$ cat config.mk
export PLATFORM = sky130hd
export DESIGN_NAME = mem_arbiter
export DESIGN_NICKNAME = d
export VERILOG_FILES = /design/src/rtl/mem_arbiter.sv
export SDC_FILE = /design/constraint.sdc
export NUM_CORES = 1
export LEC_CHECK = 0
export ABC_AREA = 1
export ABC_CLOCK_PERIOD_IN_PS = 2100
export CAP_MARGIN = 20
export CORE_AREA = 2 2 97 99
export CTS_CLUSTER_SIZE = 25
export DETAILED_ROUTE_END_ITERATION = 7
export DIE_AREA = 0 0 99 101
export HOLD_SLACK_MARGIN = 0.1
export PLACE_DENSITY = 0.75
export SYNTH_ARGS = -nofsm -noshare
export SYNTH_HDL_FRONTEND = slang
export SYNTH_SLANG_ARGS = --single-unit
$ cat constraint.sdc
create_clock -name i_clk -period 2.1 [get_ports i_clk]
set_clock_uncertainty 0.1 [all_clocks]
set_input_delay 0.21 -clock i_clk [delete_from_list [all_inputs] [get_ports i_clk]]
set_output_delay 0.21 -clock i_clk [all_outputs]
set_load 0.1 [all_outputs]
$ cat src/rtl/mem_arbiter.sv
// Two-port data-memory arbiter: core has priority, host is protected from starvation and may lock the memory.
// Grants are same-cycle combinational and load data returns one cycle later; a denied requester sees its stall/no-grant and must hold its request.
module mem_arbiter #(
    parameter int ADDR_W       = 8,
    parameter int DATA_W       = 32,
    parameter int STARVE_LIMIT = 4
) (
    input  logic              i_clk,
    input  logic              i_rst,
    input  logic              i_core_req,
    input  logic              i_core_we,
    input  logic [ADDR_W-1:0] i_core_addr,
    input  logic [DATA_W-1:0] i_core_wdata,
    output logic              o_core_gnt,
    output logic              o_core_stall,
    output logic [DATA_W-1:0] o_core_rdata,
    output logic              o_core_rvld,
    input  logic              i_host_req,
    input  logic              i_host_we,
    input  logic              i_host_lock,
    input  logic [ADDR_W-1:0] i_host_addr,
    input  logic [DATA_W-1:0] i_host_wdata,
    output logic              o_host_gnt,
    output logic [DATA_W-1:0] o_host_rdata,
    output logic              o_host_rvld,
    output logic              o_mem_re,
    output logic              o_mem_we,
    output logic [ADDR_W-1:0] o_mem_addr,
    output logic [DATA_W-1:0] o_mem_wdata,
    input  logic [DATA_W-1:0] i_mem_rdata,
    output logic [15:0]       o_conflict_cnt
);

    typedef enum logic {ARB, LOCK} state_t;

    localparam logic [3:0] LIMIT = 4'(STARVE_LIMIT);

    state_t      state_q, state_d;
    logic [3:0]  starve_q, starve_d;
    logic        rd_core_q, rd_core_d;
    logic        rd_host_q, rd_host_d;
    logic [15:0] conflict_q, conflict_d;
    logic        force_host;
    logic        core_gnt, host_gnt;

    always_comb begin
        state_d    = state_q;
        core_gnt   = 1'b0;
        host_gnt   = 1'b0;
        force_host = (starve_q == LIMIT);
        case (state_q)
            ARB: begin
                core_gnt = i_core_req & ~force_host;
                host_gnt = i_host_req & (~i_core_req | force_host);
                if (host_gnt && i_host_lock) begin
                    state_d = LOCK;
                end
            end
            LOCK: begin
                // The cycle that samples lock low is still host-only.
                host_gnt = i_host_req;
                if (!i_host_lock) begin
                    state_d = ARB;
                end
            end
            default: state_d = ARB;
        endcase

        if (i_host_req && !host_gnt) begin
            starve_d = (starve_q == LIMIT) ? LIMIT : starve_q + 4'd1;
        end else begin
            starve_d = 4'd0;
        end

        rd_core_d = core_gnt & ~i_core_we;
        rd_host_d = host_gnt & ~i_host_we;

        if (i_core_req && i_host_req && conflict_q != 16'hFFFF) begin
            conflict_d = conflict_q + 16'd1;
        end else begin
            conflict_d = conflict_q;
        end
    end

    always_comb begin
        o_mem_addr  = '0;
        o_mem_wdata = '0;
        o_mem_re    = 1'b0;
        o_mem_we    = 1'b0;
        if (core_gnt) begin
            o_mem_addr  = i_core_addr;
            o_mem_wdata = i_core_wdata;
            o_mem_re    = ~i_core_we;
            o_mem_we    = i_core_we;
        end else if (host_gnt) begin
            o_mem_addr  = i_host_addr;
            o_mem_wdata = i_host_wdata;
            o_mem_re    = ~i_host_we;
            o_mem_we    = i_host_we;
        end
    end

    always_ff @(posedge i_clk) begin
        if (i_rst) begin
            state_q    <= ARB;
            starve_q   <= 4'd0;
            rd_core_q  <= 1'b0;
            rd_host_q  <= 1'b0;
            conflict_q <= 16'd0;
        end else begin
            state_q    <= state_d;
            starve_q   <= starve_d;
            rd_core_q  <= rd_core_d;
            rd_host_q  <= rd_host_d;
            conflict_q <= conflict_d;
        end
    end

    // Return flags are masked by reset so a load issued just before reset never reports.
    assign o_core_gnt     = core_gnt;
    assign o_host_gnt     = host_gnt;
    assign o_core_stall   = i_core_req & ~core_gnt;
    assign o_core_rvld    = rd_core_q & ~i_rst;
    assign o_host_rvld    = rd_host_q & ~i_rst;
    assign o_core_rdata   = o_core_rvld ? i_mem_rdata : '0;
    assign o_host_rdata   = o_host_rvld ? i_mem_rdata : '0;
    assign o_conflict_cnt = conflict_q;

endmodule

==> results of run 1 <==
==> per-layer routing <==
layer	share of wire, %	routed length (um)	GRT usage, %
met5	0	0	0
met4	4.4	507	9.91
met3	7.8	892	5.27
met2	56	6410	41.8
met1	32	3670	19.4
==> synthesized netlist by cell type (3+ instances only) <==
cell      instances
xor2_1            5
nand2_1          54
nor2_4            3
buf_2            10
nor2_1           85
a21oi_1          11
nand4_1           3
inv_1            54
a22o_1           40
nand3b_1          3
dfxtp_1          23
nor2_2            4
buf_4             4
ha_1              3
nand3_1          10
==> layout by cell type, fill, tap and decap left out, drive strengths merged, types with 4 or more instances in the layout <==
| master | Yosys | final |
|---|---|---|
| buf | 15 | 140 |
| clkdlybuf4s50 | 0 | 118 |
| nor2 | 94 | 94 |
| nand2 | 56 | 56 |
| inv | 54 | 53 |
| a22o | 40 | 40 |
| dfxtp | 23 | 23 |
| a21oi | 13 | 13 |
| nand3 | 11 | 11 |
| xor2 | 5 | 5 |
| o21ai | 4 | 4 |
==> registers in the layout, summed over array words and instances, names as in the netlist <==
name,flops
starve_q,4
o_conflict_cnt,16
rd_core_q,1
rd_host_q,1
state_q,1
==> report_power, final <==
part,internal [mW],switching [mW]
Clock,0.135,0.155
Combinational,0.704,0.975
Sequential,0.441,0.00532
Total,1.28,1.13
==> final timing paths <==
| path | start | end | slack [ns] | depth (start not counted) |
|---|---|---|---|---|
| worst min-delay path | o_conflict_cnt[3] | o_conflict_cnt[3] | 0.40 | 2 |
| worst max-delay path | starve_q[0] | o_mem_wdata[18] | -0.11 | 8 |
| worst min register to register | o_conflict_cnt[3] | o_conflict_cnt[3] | 0.40 | 2 |
| worst max register to register | starve_q[0] | starve_q[1] | 0.39 | 8 |
==> tightest hold or removal path, stage by stage, from the launching register on <==
cell and delay [ns]:
dfxtp_2 0.35, nand2_1 0.06, a21oi_1 0.06
==> logic make-up (layout without fill, tap and decap cells) <==
| family | Yosys count | count (layout) | share of synthesized area, % |
|---|---|---|---|
| buf+inv | 71 | 318 | 14.5 |
| xor+xnor | 7 | 7 | 2.95 |
| simple gates | 169 | 169 | 35.8 |
| compound gates | 59 | 59 | 22.8 |
| flops | 23 | 23 | 22.1 |
| fa+ha+maj | 3 | 3 | 1.80 |
==> layout make-up <==
| type | count | area (um2) | share of cell area (%) |
|---|---|---|---|
| well taps | 111 | 139 | 2.21 |
| clock buffers | 3 | 41.3 | 0.656 |
| inverters | 55 | 210 | 3.34 |
| multi-input cells | 238 | 1670 | 26.5 |
| flip-flops and latches | 23 | 475 | 7.56 |
| clock inverters | 1 | 7.51 | 0.119 |
| repair buffers | 259 | 3750 | 59.6 |
==> what timing repair did <==
item / in CTS / in global routing
buffers inserted: 3 / 1
hold buffers: 0 / 0
hold endpoints to repair: 0 / 0
resized for setup: 27 / 16
pin swaps: 0 / 2
endpoints found under the setup margin: 43 / 43
cloned: 3 / 0
==> impl_metrics.py, run 1 <==
metrics = {
    "pwr": {
        "power.leakage_nw": 2.76,
        "p_per_area_nw_per_um2": 384,
        "total_power_mw": 2.41,
        "vdd_drop_max_uv": 292,
    },
    "floorplanning": {
        "initial_utilization_pct": 23.2,
        "rows": 35,
        "die_h_um": 101,
        "core-area_um2": 8980,
        "dieArea_um2": 10000,
        "io_pins": 246,
        "die_w_um": 99,
    },
    "critical_path": {
        "slowest_stage": "dfxtp_2",
        "endpoint_kind": "primary output",
        "cp_top_family": "buffers and inverters",
        "critPathMaxStageDelay_ns": 0.34,
        "critical_path_class": "reg -> out",
        "path_cells": "inv_2 > ha_4 > nand2_4 > o21ai_4 > nor2_8 > bufbuf_16 > a22o_2 > buf_12",
        "crit_path_max_fanout": 6,
        "cp.arrival_ns": 1.90,
        "start_kind": "flip-flop",
        "cp_num_buf_inv": 3,
        "worstPathRequired_ns": 1.79,
    },
    "placement": {
        "post-place-ws_ns": 0.0244,
        "hpwl_mm": 9.18,
        "port_buffers": 245,
        "postPlaceCellArea_um2": 5890,
        "gp_congestion": 0.834,
        "placed_cells": 680,
    },
    "detailed_routing": {
        "ant_nets": 0,
        "vias": 3215,
        "wl_per_cell_um": 16.6,
        "firstDrtPassIters": 4,
        "drt_iter0_drc": 120,
        "via_per_inst": 4.66,
        "drc_errors": 0,
        "wl_mm": 11.5,
    },
    "cells_and_area": {
        "finalInstanceArea_um2": 6290,
        "drive_gt1_share_pct": 39.6,
        "n_fill_cell": 629,
        "utilization_pct": 70.1,
        "fin_cells": 690,
        "diodes": 0,
        "fin_nets": 702,
        "syn2layout_area_growth_pct": 202,
    },
    "grt": {
        "antenna_found_initial": 0,
        "grt_pass1_wl_mm": 16.4,
        "grt_start_max_net_pins": 34,
        "grt_pass1_vias": 3169,
        "grt-ovfl-total": 0,
        "grtUsageTotal_pct": 20.8,
    },
    "synthesis": {
        "synth_seq_cells": 23,
        "async_flop_share_pct": 0,
        "netlist_area_um2": 2080,
        "ys.warnings.count": 0,
        "synth_ff_type": "dfxtp_1",
        "ys_seq_area_share_pct": 22.1,
        "synth_fp_nets": 454,
        "yosysTopAreaCell": "dfxtp_1",
        "synth_edf_count": 0,
        "synth_top_cell_area_share_pct": 22.1,
        "synth.avg_cell_area_um2": 6.27,
        "netlist_instances": 332,
        "ys_top_cells_by_area": "dfxtp_1 22%, a22o_1 17%, nor2_1 15%",
        "ys_types": 30,
    },
    "timing": {
        "finalSetupViolCount": 43,
        "worst_pin_slew_ns": 0.393,
        "setup_ws_ns": -0.110,
        "layout_min_cycle_time_ns": 2.21,
        "tns_ns": -3.11,
        "slew_headroom_pct": 73.8,
        "finalMaxSlewViolations": 0,
        "rsz0062_at_grt": "true",
        "hold_viol": 0,
        "hold_ws_ns": 0.397,
        "period_share_pct": 105,
        "max_freq_ghz": 0.452,
    },
    "clock_network": {
        "cts_buffers": 3,
        "cts_max_path_buffers": 2,
        "root_buffer": "clkbuf_8",
        "htreeDepth": 1,
        "clkSinkCount": 23,
        "clk_latency_ns": 0.27,
        "cts.reportedPaths.clkPinSlew_ns": 0.09,
        "tritoncts": "yes",
    },
    "hold_path": {
        "min-delay-path-class": "reg -> reg",
    },
    "flow_run": {
        "cap_violations": 0,
    },
    "status": {
        "status": "complete, but fails checks",
        "violations": "setup timing",
    },
}
Note: power is estimated with default switching activity, not from simulation.
==> inputs of run 2 (changes only) <==
==> config.mk (replaced) <==
export PLATFORM = sky130hd
export DESIGN_NAME = mem_arbiter
export DESIGN_NICKNAME = d
export VERILOG_FILES = /design/src/rtl/mem_arbiter.sv
export SDC_FILE = /design/constraint.sdc
export NUM_CORES = 1
export LEC_CHECK = 0
export ABC_CLOCK_PERIOD_IN_PS = 2100
export CAP_MARGIN = 20
export CORE_AREA = 2 2 96 98
export CTS_CLUSTER_SIZE = 25
export DETAILED_ROUTE_END_ITERATION = 7
export DIE_AREA = 0 0 98 100
export HOLD_SLACK_MARGIN = 0.1
export PLACE_DENSITY = 0.77
export SYNTH_ARGS = -nofsm -noshare
export SYNTH_HDL_FRONTEND = slang
export SYNTH_SLANG_ARGS = --single-unit
==> impl_metrics.py, run 2 <==
metrics = {
    "cells_and_area": {
        "syn2layout_area_growth_pct": 195,
        "fin_cells": 699,
        "final_common_cell": "clkdlybuf4s50_1",
        "utilization_pct": 70.6,
        "mostFrequentLayoutCells": "118 x clkdlybuf4s50_1, 117 x buf_12, 48 x and2_1",
        "largest_register_ffs": 16,
        "finalInstanceArea_um2": 6280,
        "drive_gt1_share_pct": 41.5,
        "diodes": 0,
        "fin_nets": 711,
    },
    "floorplanning": {
        "core-area_um2": 8890,
        "initial_utilization_pct": 24.0,
        "die_w_um": 98,
        "rows": 35,
        "dieArea_um2": 9800,
        "die_h_um": 100,
        "io_pins": 246,
    },
    "clock_network": {
        "tritoncts": "yes",
        "htreeDepth": 1,
        "cts.reportedPaths.clkPinSlew_ns": 0.08,
        "cts_buffers": 3,
        "clk_latency_ns": 0.27,
        "root_buffer": "clkbuf_8",
        "cts_max_path_buffers": 2,
        "clkSinkCount": 23,
        "cts_hold_buf": 0,
    },
    "detailed_routing": {
        "vias": 3349,
        "drc_errors": 0,
        "wl_mm": 11.8,
        "ant_nets": 0,
        "wl_per_cell_um": 16.8,
        "drt_iter0_drc": 123,
        "firstDrtPassIters": 4,
        "via_per_inst": 4.79,
    },
    "status": {
        "status": "finished, final reports clean",
    },
    "synthesis": {
        "ys_seq_area_share_pct": 21.6,
        "synth.avg_cell_area_um2": 6.32,
        "netlist_area_um2": 2130,
        "ys.warnings.count": 0,
        "async_flop_share_pct": 0,
        "synth_seq_cells": 23,
        "yosysMostFrequentCell": "nand2_1",
        "netlist_instances": 337,
        "yosysTopAreaCell": "dfxtp_1",
        "synth_top_cell_area_share_pct": 21.6,
        "ys_top_cells_by_area": "dfxtp_1 22%, and2_1 19%, nand2_1 16%",
        "synth_fp_nets": 459,
        "synth_common_cells": "88 x nand2_1, 66 x and2_1, 47 x nand3_1",
        "synth_edf_count": 0,
        "synth_ff_type": "dfxtp_1",
        "ys_types": 34,
    },
    "critical_path": {
        "worstPathRequired_ns": 1.79,
        "endpoint_kind": "primary output",
        "critPathMaxStageDelay_ns": 0.34,
        "r2r_slack_ns": 0.26,
        "crit_path_max_fanout": 6,
        "path_cells": "inv_2 > ha_4 > nand3b_1 > nand3b_1 > buf_6 > clkinv_8 > buf_12 > buf_8 > nor2_4 > buf_12",
        "start_kind": "flip-flop",
        "slowest_stage": "dfxtp_2",
        "cp.arrival_ns": 1.74,
        "reg2reg_depth": 6,
        "critical_path_class": "reg -> out",
    },
    "flow_run": {
        "cap_violations": 0,
    },
    "pwr": {
        "total_power_mw": 2.33,
        "p_per_area_nw_per_um2": 372,
        "vdd_drop_max_uv": 251,
        "power.leakage_nw": 2.61,
    },
    "grt": {
        "antenna_found_initial": 0,
        "grt-ovfl-total": 0,
        "grtUsageTotal_pct": 22.5,
        "grt_pass1_vias": 3321,
        "grt_start_max_net_pins": 36,
        "grt_pass1_wl_mm": 17.5,
    },
    "placement": {
        "placed_cells": 688,
        "port_buffers": 245,
        "post-place-ws_ns": 0.0120,
        "hpwl_mm": 10.0,
        "gp_congestion": 0.856,
        "postPlaceCellArea_um2": 6050,
    },
    "timing": {
        "period_share_pct": 97.8,
        "rsz0062_at_grt": "true",
        "setup_ws_ns": 0.0457,
        "tns_ns": 0,
        "slew_headroom_pct": 72.9,
        "layout_min_cycle_time_ns": 2.05,
        "worst_pin_slew_ns": 0.403,
        "max_freq_ghz": 0.487,
        "finalSetupViolCount": 0,
        "hold_viol": 0,
        "hold_ws_ns": 0.343,
        "finalMaxSlewViolations": 0,
    },
    "hold_path": {
        "min-delay-path-class": "reg -> reg",
        "hold_depth": 1,
    },
}
-- run 2: final cells by class --
type | instances | area, um2
fill | 624 | 2610
clock inverter | 1 | 5.00
inverter | 7 | 38.8
clock buffer | 3 | 41.3
timing repair buffer | 271 | 3860
tap | 111 | 139
multi-input combinational | 283 | 1710
sequential | 23 | 485
-- run 2: worst max-delay path: cells and delay by family (launching register included) --
family / cells / cell delay, ns
buf+inv: 6 / 0.74
flops: 1 / 0.34
fa+ha+maj: 1 / 0.12
simple gates: 3 / 0.27
-- run 2: final timing paths --
path / start / to
max: starve_q[1] / o_core_stall
min: starve_q[0] / starve_q[0]
max reg2reg: o_conflict_cnt[0] / o_conflict_cnt[4]
min reg2reg: starve_q[0] / starve_q[0]
-- run 2: routing by layer --
layer | up-vias | global-route usage [%] | wire (um) | part of all wire [%]
met5 | - | 0 | 0 | 0
met4 | 0 | 5.02 | 244 | 2.1
met3 | 19 | 5.43 | 865 | 7.3
met2 | 172 | 40.8 | 6120 | 52
met1 | 1519 | 27.1 | 4540 | 39
li1 | 1639 | - | - | -
-- run 2: repair_timing --
item                       4_1_cts  5_1_grt
gates cloned                     0        3
setup buffers                    1        3
pin swaps                        0        5
resized for setup                6       17
setup endpoints to repair       42       42
-- run 2: where the power goes --
group / leakage (nW) / total (mW) / switching (mW) / internal [mW]
registers: 0.195 / 0.444 / 0.00428 / 0.440
logic: 2.39 / 1.61 / 0.962 / 0.651
clock network: 0.0255 / 0.277 / 0.144 / 0.133
total: 2.61 / 2.33 / 1.11 / 1.22
-- run 2: cells by family after synthesis --
kind of cell	count (synthesis)	share of synthesized area [%]
compound gates	25	7.34
xor+xnor	2	0.822
fa+ha+maj	3	1.76
buf+inv	31	5.99
flops	23	21.6
mux	4	2.00
simple gates	249	60.5
==> inputs of run 3 (changes only) <==
--- a/config.mk
+++ b/config.mk
@@ -12,7 +12,7 @@
 export DETAILED_ROUTE_END_ITERATION = 7
 export DIE_AREA = 0 0 98 100
 export HOLD_SLACK_MARGIN = 0.1
-export PLACE_DENSITY = 0.77
+export PLACE_DENSITY = 0.74
 export SYNTH_ARGS = -nofsm -noshare
 export SYNTH_HDL_FRONTEND = slang
 export SYNTH_SLANG_ARGS = --single-unit
==> impl_metrics.py, run 3 (synthesis gave the netlist of run 2 again) <==
metrics = {
    "status": {
        "status": "finished, final reports clean",
    },
    "clock_network": {
        "tritoncts": "yes",
        "root_buffer": "clkbuf_8",
        "clkSinkCount": 23,
        "clk_latency_ns": 0.27,
        "cts_max_path_buffers": 2,
        "htreeDepth": 1,
        "cts.reportedPaths.clkPinSlew_ns": 0.08,
        "cts_buffers": 3,
    },
    "detailed_routing": {
        "ant_nets": 0,
        "drc_errors": 0,
        "firstDrtPassIters": 4,
        "vias": 3330,
        "wl_per_cell_um": 15.7,
        "via_per_inst": 4.81,
        "drt_iter0_drc": 96,
        "wl_mm": 10.9,
    },
    "timing": {
        "worst_pin_slew_ns": 0.430,
        "hold_viol": 0,
        "period_share_pct": 99.5,
        "max_freq_ghz": 0.479,
        "slew_headroom_pct": 71.1,
        "finalSetupViolCount": 0,
        "rsz0062_at_grt": "true",
        "layout_min_cycle_time_ns": 2.09,
        "setup_ws_ns": 0.0113,
        "finalMaxSlewViolations": 0,
    },
    "placement": {
        "hpwl_mm": 8.55,
        "postPlaceCellArea_um2": 6020,
        "post-place-ws_ns": 0.119,
        "port_buffers": 245,
        "gp_congestion": 0.863,
        "placed_cells": 681,
    },
    "critical_path": {
        "endpoint_kind": "primary output",
        "worstPathRequired_ns": 1.79,
        "reg2reg_depth": 6,
        "crit_path_max_fanout": 11,
        "critical_path_class": "reg -> out",
        "cp.arrival_ns": 1.78,
        "start_kind": "flip-flop",
    },
    "pwr": {
        "p_per_area_nw_per_um2": 372,
        "power.leakage_nw": 2.59,
        "vdd_drop_max_uv": 249,
    },
    "cells_and_area": {
        "syn2layout_area_growth_pct": 193,
        "regArea_um2": 485,
        "fin_nets": 705,
        "fin_cells": 693,
        "drive_gt1_share_pct": 41.2,
        "utilization_pct": 70.1,
        "largest_register_ffs": 16,
        "diodes": 0,
        "multi_input_area_um2": 1710,
        "n_fill_cell": 654,
        "mostFrequentLayoutCells": "117 x clkdlybuf4s50_1, 117 x buf_12, 47 x nand2_1, 47 x and2_1, 46 x nand3_1",
        "finalInstanceArea_um2": 6230,
    },
    "grt": {
        "grtUsageTotal_pct": 19.7,
        "antenna_found_initial": 0,
        "grt_pass1_wl_mm": 15.8,
        "grt_pass1_vias": 3092,
        "grt_start_max_net_pins": 50,
        "grt-ovfl-total": 0,
    },
    "floorplanning": {
        "die_w_um": 98,
        "core-area_um2": 8890,
        "dieArea_um2": 9800,
        "initial_utilization_pct": 24.0,
        "die_h_um": 100,
        "rows": 35,
        "io_pins": 246,
    },
    "hold_path": {
        "hold_depth": 4,
        "min-delay-path-class": "in -> reg",
    },
    "flow_run": {
        "cap_violations": 0,
    },
}
run 3: layer usage:
metal	up-vias	routed length [um]	track usage, %
met1	1491	3940	22.7
li1	1619	-	-
met4	0	272	5.66
met3	21	945	4.53
met2	199	5710	36.5
met5	-	0	0
run 3: layout make-up:
type / instances / area share (%)
tap: 111 / 2.23
timing repair buffer: 265 / 61.3
inverter: 7 / 0.462
sequential: 23 / 7.79
clock buffer: 4 / 0.722
multi-input combinational: 283 / 27.5
run 3: repair_timing:
action	4_1_cts	5_1_grt
gates cloned	1	4
pin swaps	1	16
gates resized for setup	4	10
hold buffers	0	0
buffers inserted	1	2
endpoints found under the setup margin	29	43
run 3: power by group:
part	internal [mW]	switching [mW]
Sequential	0.440	0.00399
Clock	0.136	0.147
Combinational	0.645	0.948
Total	1.22	1.10
run 3: critical path: stages, from the launching register on:
cell and delay [ns]:
dfxtp_2 0.34, inv_2 0.07, ha_4 0.11, nand3b_1 0.07, nand3b_1 0.18, buf_6 0.18
clkbuf_16 0.17, nand3_1 0.10, nand2_2 0.11, buf_12 0.17
run 3: per-stage QoR:
stage / power (mW) / setup TNS (ns) / hold WS [ns]
final: 2.32 / 0 / 0.353
after global routing: 2.41 / -2.33 / 0.377
after CTS: 2.30 / -0.00505 / 0.349
after detailed placement: 2.00 / 0 / 0.386
after global placement: 1.99 / 0 / 0.340
after floorplan: 1.30 / 0 / 0.187
run 3: final timing paths:
kind | slack [ns] | endpoint | from
worst max-delay path | 0.01 | o_mem_addr[0] | starve_q[1]
worst min-delay path | 0.35 | state_q | i_host_req
worst max register to register | 0.25 | o_conflict_cnt[11] | o_conflict_cnt[0]
worst min register to register | 0.40 | state_q | state_q
